$ cat src/rtl/tlul_adapter_host_mo.sv
// tlul_adapter_host_mo
// Multiple-outstanding TL-UL host adapter. A simple req/gnt host port is
// turned into TL-UL A-channel requests, each tagged with a per-slot source
// ID (SRC_BASE | slot). D-channel responses may come back in any order and
// are steered back to their slot by d_source, checked for protocol and
// opcode errors, and presented to the host as a one-cycle valid pulse.
module tlul_adapter_host_mo #(
  parameter int         MAX_REQS = 4,
  parameter logic [7:0] SRC_BASE = 8'h00,
  localparam int        SW       = (MAX_REQS > 1) ? $clog2(MAX_REQS) : 1
) (
  input  logic          clk_i,
  input  logic          rst_i,
  // host request port
  input  logic          req_i,
  output logic          gnt_o,
  input  logic [31:0]   addr_i,
  input  logic          we_i,
  input  logic [31:0]   wdata_i,
  input  logic [3:0]    be_i,
  input  logic [1:0]    size_i,
  // host response port
  output logic          valid_o,
  output logic [31:0]   rdata_o,
  output logic [SW-1:0] rsp_id_o,
  output logic          rsp_we_o,
  output logic          err_o,
  output logic          unexp_o,
  output logic [SW:0]   outstanding_o,
  // TL-UL bus
  output logic [101:0]  tl_o,
  input  logic [67:0]   tl_i
);

  // TL-UL opcodes used on both channels.
  localparam logic [2:0] OP_GET          = 3'h4;
  localparam logic [2:0] OP_PUT_FULL     = 3'h0;
  localparam logic [2:0] OP_PUT_PARTIAL  = 3'h1;
  localparam logic [2:0] OP_ACCESS_ACK   = 3'h0;
  localparam logic [2:0] OP_ACCESS_ACK_D = 3'h1;

  // A-channel opcode: reads are Get, full-word writes PutFull, the rest PutPartial.
  function automatic logic [2:0] f_a_opcode(input logic we, input logic [3:0] be);
    logic [2:0] op;
    if (!we) begin
      op = OP_GET;
    end else if (be == 4'hF) begin
      op = OP_PUT_FULL;
    end else begin
      op = OP_PUT_PARTIAL;
    end
    return op;
  endfunction

  // Opcode the D channel must carry for a slot holding a read or a write.
  function automatic logic [2:0] f_d_expected(input logic slot_we);
    logic [2:0] op;
    if (slot_we) begin
      op = OP_ACCESS_ACK;
    end else begin
      op = OP_ACCESS_ACK_D;
    end
    return op;
  endfunction

  // Slot state
  logic [MAX_REQS-1:0] r_busy;
  logic [MAX_REQS-1:0] r_we;
  logic [SW:0]         r_outstanding;

  // Registered response outputs
  logic                r_valid;
  logic [31:0]         r_rdata;
  logic [SW-1:0]       r_rsp_id;
  logic                r_rsp_we;
  logic                r_err;
  logic                r_unexp;

  // D-channel field decode
  logic                w_d_valid;
  logic [2:0]          w_d_opcode;
  logic [7:0]          w_d_source;
  logic [31:0]         w_d_data;
  logic                w_d_error;
  logic                w_a_ready;
  logic                w_unused_tl;

  // Internal combinational nets
  logic                w_full;
  logic [SW-1:0]       w_alloc_idx;
  logic [7:0]          w_a_source;
  logic                w_a_valid;
  logic                w_gnt;
  logic [2:0]          w_a_opcode;
  logic [SW-1:0]       w_d_slot;
  logic                w_d_base_ok;
  logic                w_slot_busy;
  logic                w_slot_we;
  logic                w_match;
  logic                w_rsp_err;
  logic [MAX_REQS-1:0] w_set;
  logic [MAX_REQS-1:0] w_clr;

  assign w_d_valid  = tl_i[67];
  assign w_d_opcode = tl_i[66:64];
  assign w_d_source = tl_i[58:51];
  assign w_d_data   = tl_i[49:18];
  assign w_d_error  = tl_i[1];
  assign w_a_ready  = tl_i[0];
  // d_param, d_size, d_sink and d_user carry nothing this adapter needs.
  assign w_unused_tl = ^{tl_i[63:59], tl_i[50], tl_i[17:2]};

  assign w_full = &r_busy;

  // Pick the lowest-index free slot; scanning downward lets the lowest win.
  always_comb begin
    w_alloc_idx = '0;
    for (int i = MAX_REQS - 1; i >= 0; i--) begin
      w_alloc_idx = r_busy[i] ? w_alloc_idx : i[SW-1:0];
    end
  end

  assign w_a_source = SRC_BASE | {{(8 - SW){1'b0}}, w_alloc_idx};
  assign w_a_valid  = req_i & ~w_full & ~rst_i;
  assign w_gnt      = w_a_valid & w_a_ready;
  assign w_a_opcode = f_a_opcode(we_i, be_i);

  // Response routing: low source bits select the slot, high bits must be ours.
  assign w_d_slot    = w_d_source[SW-1:0];
  assign w_d_base_ok = (w_d_source[7:SW] == SRC_BASE[7:SW]);

  // Look up busy/we of the addressed slot; indices past MAX_REQS read as idle.
  always_comb begin
    w_slot_busy = 1'b0;
    w_slot_we   = 1'b0;
    for (int i = 0; i < MAX_REQS; i++) begin
      w_slot_busy = (w_d_slot == i[SW-1:0]) ? r_busy[i] : w_slot_busy;
      w_slot_we   = (w_d_slot == i[SW-1:0]) ? r_we[i]   : w_slot_we;
    end
  end

  assign w_match   = w_d_valid & w_d_base_ok & w_slot_busy;
  assign w_rsp_err = w_d_error | (w_d_opcode != f_d_expected(w_slot_we));

  // One-hot masks of the slot being allocated and the slot being retired.
  always_comb begin
    w_set = '0;
    w_clr = '0;
    for (int i = 0; i < MAX_REQS; i++) begin
      w_set[i] = w_gnt   & (w_alloc_idx == i[SW-1:0]);
      w_clr[i] = w_match & (w_d_slot    == i[SW-1:0]);
    end
  end

  // Slot bookkeeping: allocate on grant, retire on matched response.
  always_ff @(posedge clk_i) begin
    if (rst_i) begin
      r_busy <= '0;
      r_we   <= '0;
    end else begin
      r_busy <= (r_busy | w_set) & ~w_clr;
      r_we   <= (r_we & ~w_set) | (w_set & {MAX_REQS{we_i}});
    end
  end

  // In-flight counter; a grant and a retirement in one cycle cancel out.
  always_ff @(posedge clk_i) begin
    if (rst_i) begin
      r_outstanding <= '0;
    end else begin
      case ({w_gnt, w_match})
        2'b10:   r_outstanding <= r_outstanding + {{SW{1'b0}}, 1'b1};
        2'b01:   r_outstanding <= r_outstanding - {{SW{1'b0}}, 1'b1};
        default: r_outstanding <= r_outstanding;
      endcase
    end
  end

  // Response register: pulse valid for a matched response, hold payload otherwise.
  always_ff @(posedge clk_i) begin
    if (rst_i) begin
      r_valid  <= 1'b0;
      r_rdata  <= 32'h0;
      r_rsp_id <= '0;
      r_rsp_we <= 1'b0;
      r_err    <= 1'b0;
    end else if (w_match) begin
      r_valid  <= 1'b1;
      r_rdata  <= w_d_data;
      r_rsp_id <= w_d_slot;
      r_rsp_we <= w_slot_we;
      r_err    <= w_rsp_err;
    end else begin
      r_valid  <= 1'b0;
    end
  end

  // Sticky flag for responses that do not belong to any live slot.
  always_ff @(posedge clk_i) begin
    if (rst_i) begin
      r_unexp <= 1'b0;
    end else if (w_d_valid && !w_match) begin
      r_unexp <= 1'b1;
    end else begin
      r_unexp <= r_unexp;
    end
  end

  assign gnt_o         = w_gnt;
  assign valid_o       = r_valid;
  assign rdata_o       = r_rdata;
  assign rsp_id_o      = r_rsp_id;
  assign rsp_we_o      = r_rsp_we;
  assign err_o         = r_err;
  assign unexp_o       = r_unexp;
  assign outstanding_o = r_outstanding;

  // A channel, MSB first; d_ready is tied high since responses are never stalled.
  assign tl_o = {w_a_valid, w_a_opcode, 3'h0, size_i, w_a_source, addr_i,
                 be_i, wdata_i, 16'h0000, 1'b1};

endmodule

$ cat config.mk
export PLATFORM = sky130hd
export DESIGN_NAME = tlul_adapter_host_mo
export DESIGN_NICKNAME = d
export VERILOG_FILES = /design/src/rtl/tlul_adapter_host_mo.sv
export SDC_FILE = /design/constraint.sdc
export NUM_CORES = 1
export LEC_CHECK = 0
export BUFFER_PORTS_ARGS = -buffer_cell sky130_fd_sc_hd__buf_4
export CELL_PAD_IN_SITES_DETAIL_PLACEMENT = 1
export CELL_PAD_IN_SITES_GLOBAL_PLACEMENT = 2
export CORE_MARGIN = 3
export CORE_UTILIZATION = 19
export DETAILED_ROUTE_END_ITERATION = 10
export GPL_TIMING_DRIVEN = 0
export PLACE_DENSITY = 0.86
export RECOVER_POWER = 50
export SETUP_SLACK_MARGIN = 0.2
export SYNTH_ARGS = -nofsm -noshare
export SYNTH_HDL_FRONTEND = slang
export SYNTH_SLANG_ARGS = --single-unit
$ cat constraint.sdc
create_clock -name clk_i -period 3.1 [get_ports clk_i]
set_input_delay 0.62 -clock clk_i [delete_from_list [all_inputs] [get_ports clk_i]]
set_output_delay 0.62 -clock clk_i [all_outputs]
set_load 0.01 [all_outputs]
Word-level counts from Yosys, hierarchy flattened
Index checks and enable logic that the tools add are counted.
Cells by class
  add/subtract/negate cells: 2
  eq/ne operators: 10
  multiplexer cells: 17
  bitwise logic cells: 23
  reduce and logical (&&, ||, !) cells: 7
Operators with widths (count)
  1-bit AND: 13
  4-bit AND: 3
  1-bit two-way mux: 11
  2-bit equality test, second input constant: 5
  2-bit two-way mux: 4
  4-bit inverter: 2
  4-bit bitwise OR: 2
  2-bit by 1-bit equality test with 1-bit output, second input constant: 3
  6-bit zero test: 1
  3-bit one-hot mux with 2 select lines: 1
  4-bit equality test, second input constant: 1
  2-bit zero test: 2
  4-bit AND reduction: 1
  3-bit by 1-bit adder with 3-bit output, second input constant: 1
  3-bit two-way mux: 1
  3-bit inequality test: 1
  3-bit by 1-bit subtractor with 3-bit output, second input constant: 1
  1-bit inverter: 2
  2-bit nonzero test: 1
  1-bit logical AND: 1
  1-bit zero test: 1
  1-bit bitwise OR: 1
Word-level totals
  register bits: 49
  output and inout port bits: 144
  logic and storage cells: 68

Logic depth before layout (Yosys ltp)
  depth after elaboration: 9
  mapped depth: 11
  gate-level depth less buffers: 8

Worst setup path before layout
Ideal clock, no wire load.
  path type: input-to-reg
  from: input port tl_i[52]
  to: register r_outstanding[2], in the netlist outstanding_o[2]
  arrival time: 2678 ps
  path slack: 352 ps
  stages: 10
  buffers on the path: 2
  path through: mux4_2 buf_6 nand3_4 inv_4 buf_6 ha_1 fa_1 xnor2_1 or3_1 a21oi_1
On the way
  longest elaborated chain between the ends: 8
  elaborated cells on any way between the ends: 13
  classes of those cells: 5 x eq/ne; 5 x mux; 1 x bitwise; 2 x reduce/logical
RTL lines
  start, declared: line 32  | input logic [67:0] tl_i
  2-bit zero test: line 137  | w_slot_busy = (w_d_slot == i[SW-1:0]) ? r_busy[i] : w_slot_busy;
  1-bit two-way mux (3 in a row): line 137
  1-bit two-way mux *: line 137
  1-bit AND *: line 142  | assign w_match = w_d_valid & w_d_base_ok & w_slot_busy;
  named net w_match: line 99  | logic w_match;
  2-bit by 1-bit equality test with 1-bit output or 2-bit equality test (tied branches): line 171  | case ({w_gnt, w_match})
  3-bit one-hot mux with 2 select lines or 2-bit nonzero test (tied branches)
  end signal, assigned: line 172  | 2'b10: r_outstanding <= r_outstanding + {{SW{1'b0}}, 1'b1};
  end signal, assigned: line 173  | 2'b01: r_outstanding <= r_outstanding - {{SW{1'b0}}, 1'b1};
  end signal, assigned: line 174  | default: r_outstanding <= r_outstanding;
  end, declared: line 69  | logic [SW:0] r_outstanding;
Mark *: on every way through the listed nets, which the timed path passes. The rest lies on a longest branch.
A chain may end at the register's enable or synchronous reset.

Final worst setup path
Same ends and word-level chain as after synthesis.

==> metrics.cfg <==
[critical_path]
regToRegSetupSlack_ns = 0.36
worst-r2r-cell-count = 11
endpoint = outstanding_o[2]$_SDFFE_PP0P_
crit_required_ns = 3.33
r2r-end = outstanding_o[2]$_SDFFE_PP0P_
end_kind = register
path_class = in -> reg
critPathLaunch = tl_i[52]
startpoint_type = primary input
timing.rr.start = r_busy[1]$_SDFF_PP0_
cp_max_fo = 10
crit_arrival_ns = 3.01

[power_and_ir_drop]
combPwrFrac = 0.211
p_seq_frac = 0.419
powerDensity_nw_per_um2 = 331
power_mw = 1.52
power.leakage_nw = 1.94
p_int_mw = 1.11
switchingPower_uw = 408
p_sw_frac = 0.269
ir_worst_vdd_mv = 0.179
clkPwrFrac = 0.369

[timing]
rsz0062_at_grt = false
fin_crit_sh = 0.897
maxSlewHeadroom = 0.477
worst_pin_slew_ns = 0.781
setup_violations = 0
finalClockSkew_ns = 0.00569
hold_violations = 0
period_needed_ns = 2.78
fmax_ghz = 0.360
slew_viol_final = 0

[finish]
diodes = 0
areaGrowthSynthToFinish_pct = 46.6
n_fill_cell = 1986
multi_input_area_um2 = 1190
ff_latch_area_um2 = 981
fin_nets = 688
drive_above_1_share = 0.393
post-route-cell-area_um2 = 4580

[floorplan]
ios = 286
core-area_um2 = 16000
fp-row-count = 46
die-width_um = 134
start_util = 0.195
die_y_um = 134
dieArea_um2 = 18000

[placed_design]
hpwl_um = 9060
gp_congestion = 0.694
place_area_um2 = 4750
portBuffers = 168

[clocking]
cts_tree = built
numCtsBuffers = 5
htree_levels = 2
postCtsSetupBuffers = 0
postCtsHoldBufs = 0
cts_root_buf = clkbuf_16
ctsResizeCount = 0
cts.sinks = 49
clock_path_buffers = 2
path_clk_slew_ns = 0.07
clock_latency_ns = 0.30

[outcome]
status = finished clean

[min_path]
hold_path_startpoint = rsp_id_o[1]$_SDFFE_PP0N_
hp-class = reg -> reg

[synth]
synthArstFlopShare = 0
synth-edff-count = 0
ys_ff_latch = 49
yosysSeqAreaShare = 0.314
ys.flop_type = dfxtp_1
synthesis.area_um2 = 3130
postSynthCellCount = 344
synth.distinct_cells = 48
syn_avg_cell_area_um2 = 9.09
yosys_warnings = 0

[run]
maxCapViolations = 0

[routing]
route.met2.wl_um = 5790
drc = 0
drt-pass1-iter-count = 4
ant_nets = 0
wl_per_cell_um = 14.6
top_layer = met4
wl_met3_um = 875
met1Wirelength_um = 4240
vias_per_cell = 4.09
initialDrtViolationCount = 76
wl_um = 11100
num_vias = 3111

[global_route]
grt_first_pass_wirelength_um = 16400
grt_max_degree = 16
grt_pass1_vias = 3196
grt_use_total = 0.114
grt_overflow = 0
antenna_found_initial = 0

## sequential cells by signal, indices dropped and copies added, names as in the netlist, named ones only
name and cells:
err_o 1, rsp_we_o 1, outstanding_o 3, r_busy 4, unexp_o 1, valid_o 1, rdata_o 32, rsp_id_o 2
## through the flow
stage	util	setup slack (ns)	setup TNS (ns)	cells	hold slack, ns
floorplan	-	0.352	0	369	0.445
global placement	0.297	0.0448	0	753	0.452
detailed placement	0.297	-0.0336	-0.0336	753	0.474
CTS	0.306	0.291	0	761	0.485
global route	0.287	0.214	0	761	0.501
finish	0.287	0.319	0	761	0.481
## cells in the mapped netlist, types with 2 or more instances
cell type | number | area, µm²
a31o_1 | 29 | 254
nor2b_1 | 2 | 12.5
a31o_2 | 5 | 43.8
dfxtp_1 | 49 | 981
or4_1 | 2 | 15.0
o41ai_1 | 2 | 17.5
buf_6 | 8 | 90.1
nor3_1 | 2 | 10.0
inv_1 | 39 | 146
nand4_1 | 4 | 25.0
xnor2_1 | 2 | 17.5
a311oi_1 | 35 | 307
clkbuf_1 | 15 | 56.3
conb_1 | 2 | 7.51
mux4_2 | 2 | 45.0
a21oi_1 | 7 | 35.0
buf_4 | 98 | 736
nor2_1 | 5 | 18.8
or3_1 | 2 | 12.5
nand2_1 | 3 | 11.3
mux2i_1 | 4 | 40.0
## worst max-delay path, stage by stage
cell     delay (ns)
buf_4          0.11
mux4_2         0.50
buf_6          0.17
nand3_4        0.14
inv_4          0.09
buf_6          0.15
ha_1           0.21
fa_1           0.38
xnor2_1        0.14
or3_1          0.32
a21oi_1        0.16
## power groups by stage
stage | registers (mW) | logic, mW | clock network (mW)
floorplan | 0.651 | 0.186 | 0
global placement | 0.650 | 0.344 | 0
detailed placement | 0.651 | 0.349 | 0
CTS | 0.636 | 0.349 | 0.587
global route | 0.636 | 0.347 | 0.608
finish | 0.636 | 0.321 | 0.560
## cells by family after synthesis
| logic type | after synthesis | synth area share |
|---|---|---|
| buffers and inverters | 164 | 0.335 |
| AO/OA/AOI/OAI | 86 | 0.230 |
| XOR/XNOR | 3 | 0.00840 |
| adder cells (fa/ha/maj) | 2 | 0.0104 |
| flip-flops | 49 | 0.314 |
| multiplexers | 7 | 0.0308 |
| other | 2 | 0.00240 |
| AND/OR/NAND/NOR | 31 | 0.0688 |
## area by class of cell
type                    count  area share
inverters                  41      0.0341
multi-input cells         156       0.260
plain buffers             123       0.194
flip-flops and latches     49       0.214
well taps                 216      0.0590
clock buffers               6      0.0281
clock inverters             2     0.00328
repair buffers            168       0.207
## worst min path at each step
stage,cells past startpoint,endpoint,slack (ns)
finish,2,rsp_id_o[1]$_SDFFE_PP0N_,0.48
global route,1,unexp_o$_SDFFE_PP0P_,0.50
CTS,2,rsp_id_o[1]$_SDFFE_PP0N_,0.49
detailed placement,2,rsp_we_o$_SDFFE_PP0N_,0.47
global placement,2,rsp_we_o$_SDFFE_PP0N_,0.45
floorplan,2,register,0.45
## cells in the final DEF, fill, tap and decap left out, types with 2 or more instances in the layout
cell,netlist,layout
mux4_2,2,2
clkbuf_16,0,5
nand4_1,4,4
o41ai_1,2,2
or4_1,2,2
nor2b_1,2,2
or3_1,2,2
conb_1,2,27
a311oi_1,35,35
mux2i_1,4,4
inv_1,39,39
nor3_1,2,2
buf_6,8,8
xnor2_1,2,2
dfxtp_1,49,49
a21oi_1,7,7
clkinvlp_4,0,2
clkbuf_1,15,99
buf_4,98,183
nor2_1,5,5
nand2_1,3,3
a31o_2,5,5
a31o_1,29,29
## metal layers
metal  vias up  global-route usage
li1       1498                   -
met1      1448               0.119
met2       155               0.216
met3        10              0.0300
met4         0              0.0407
met5         -                   0
No activity file was read; power rests on OpenSTA's default activity.
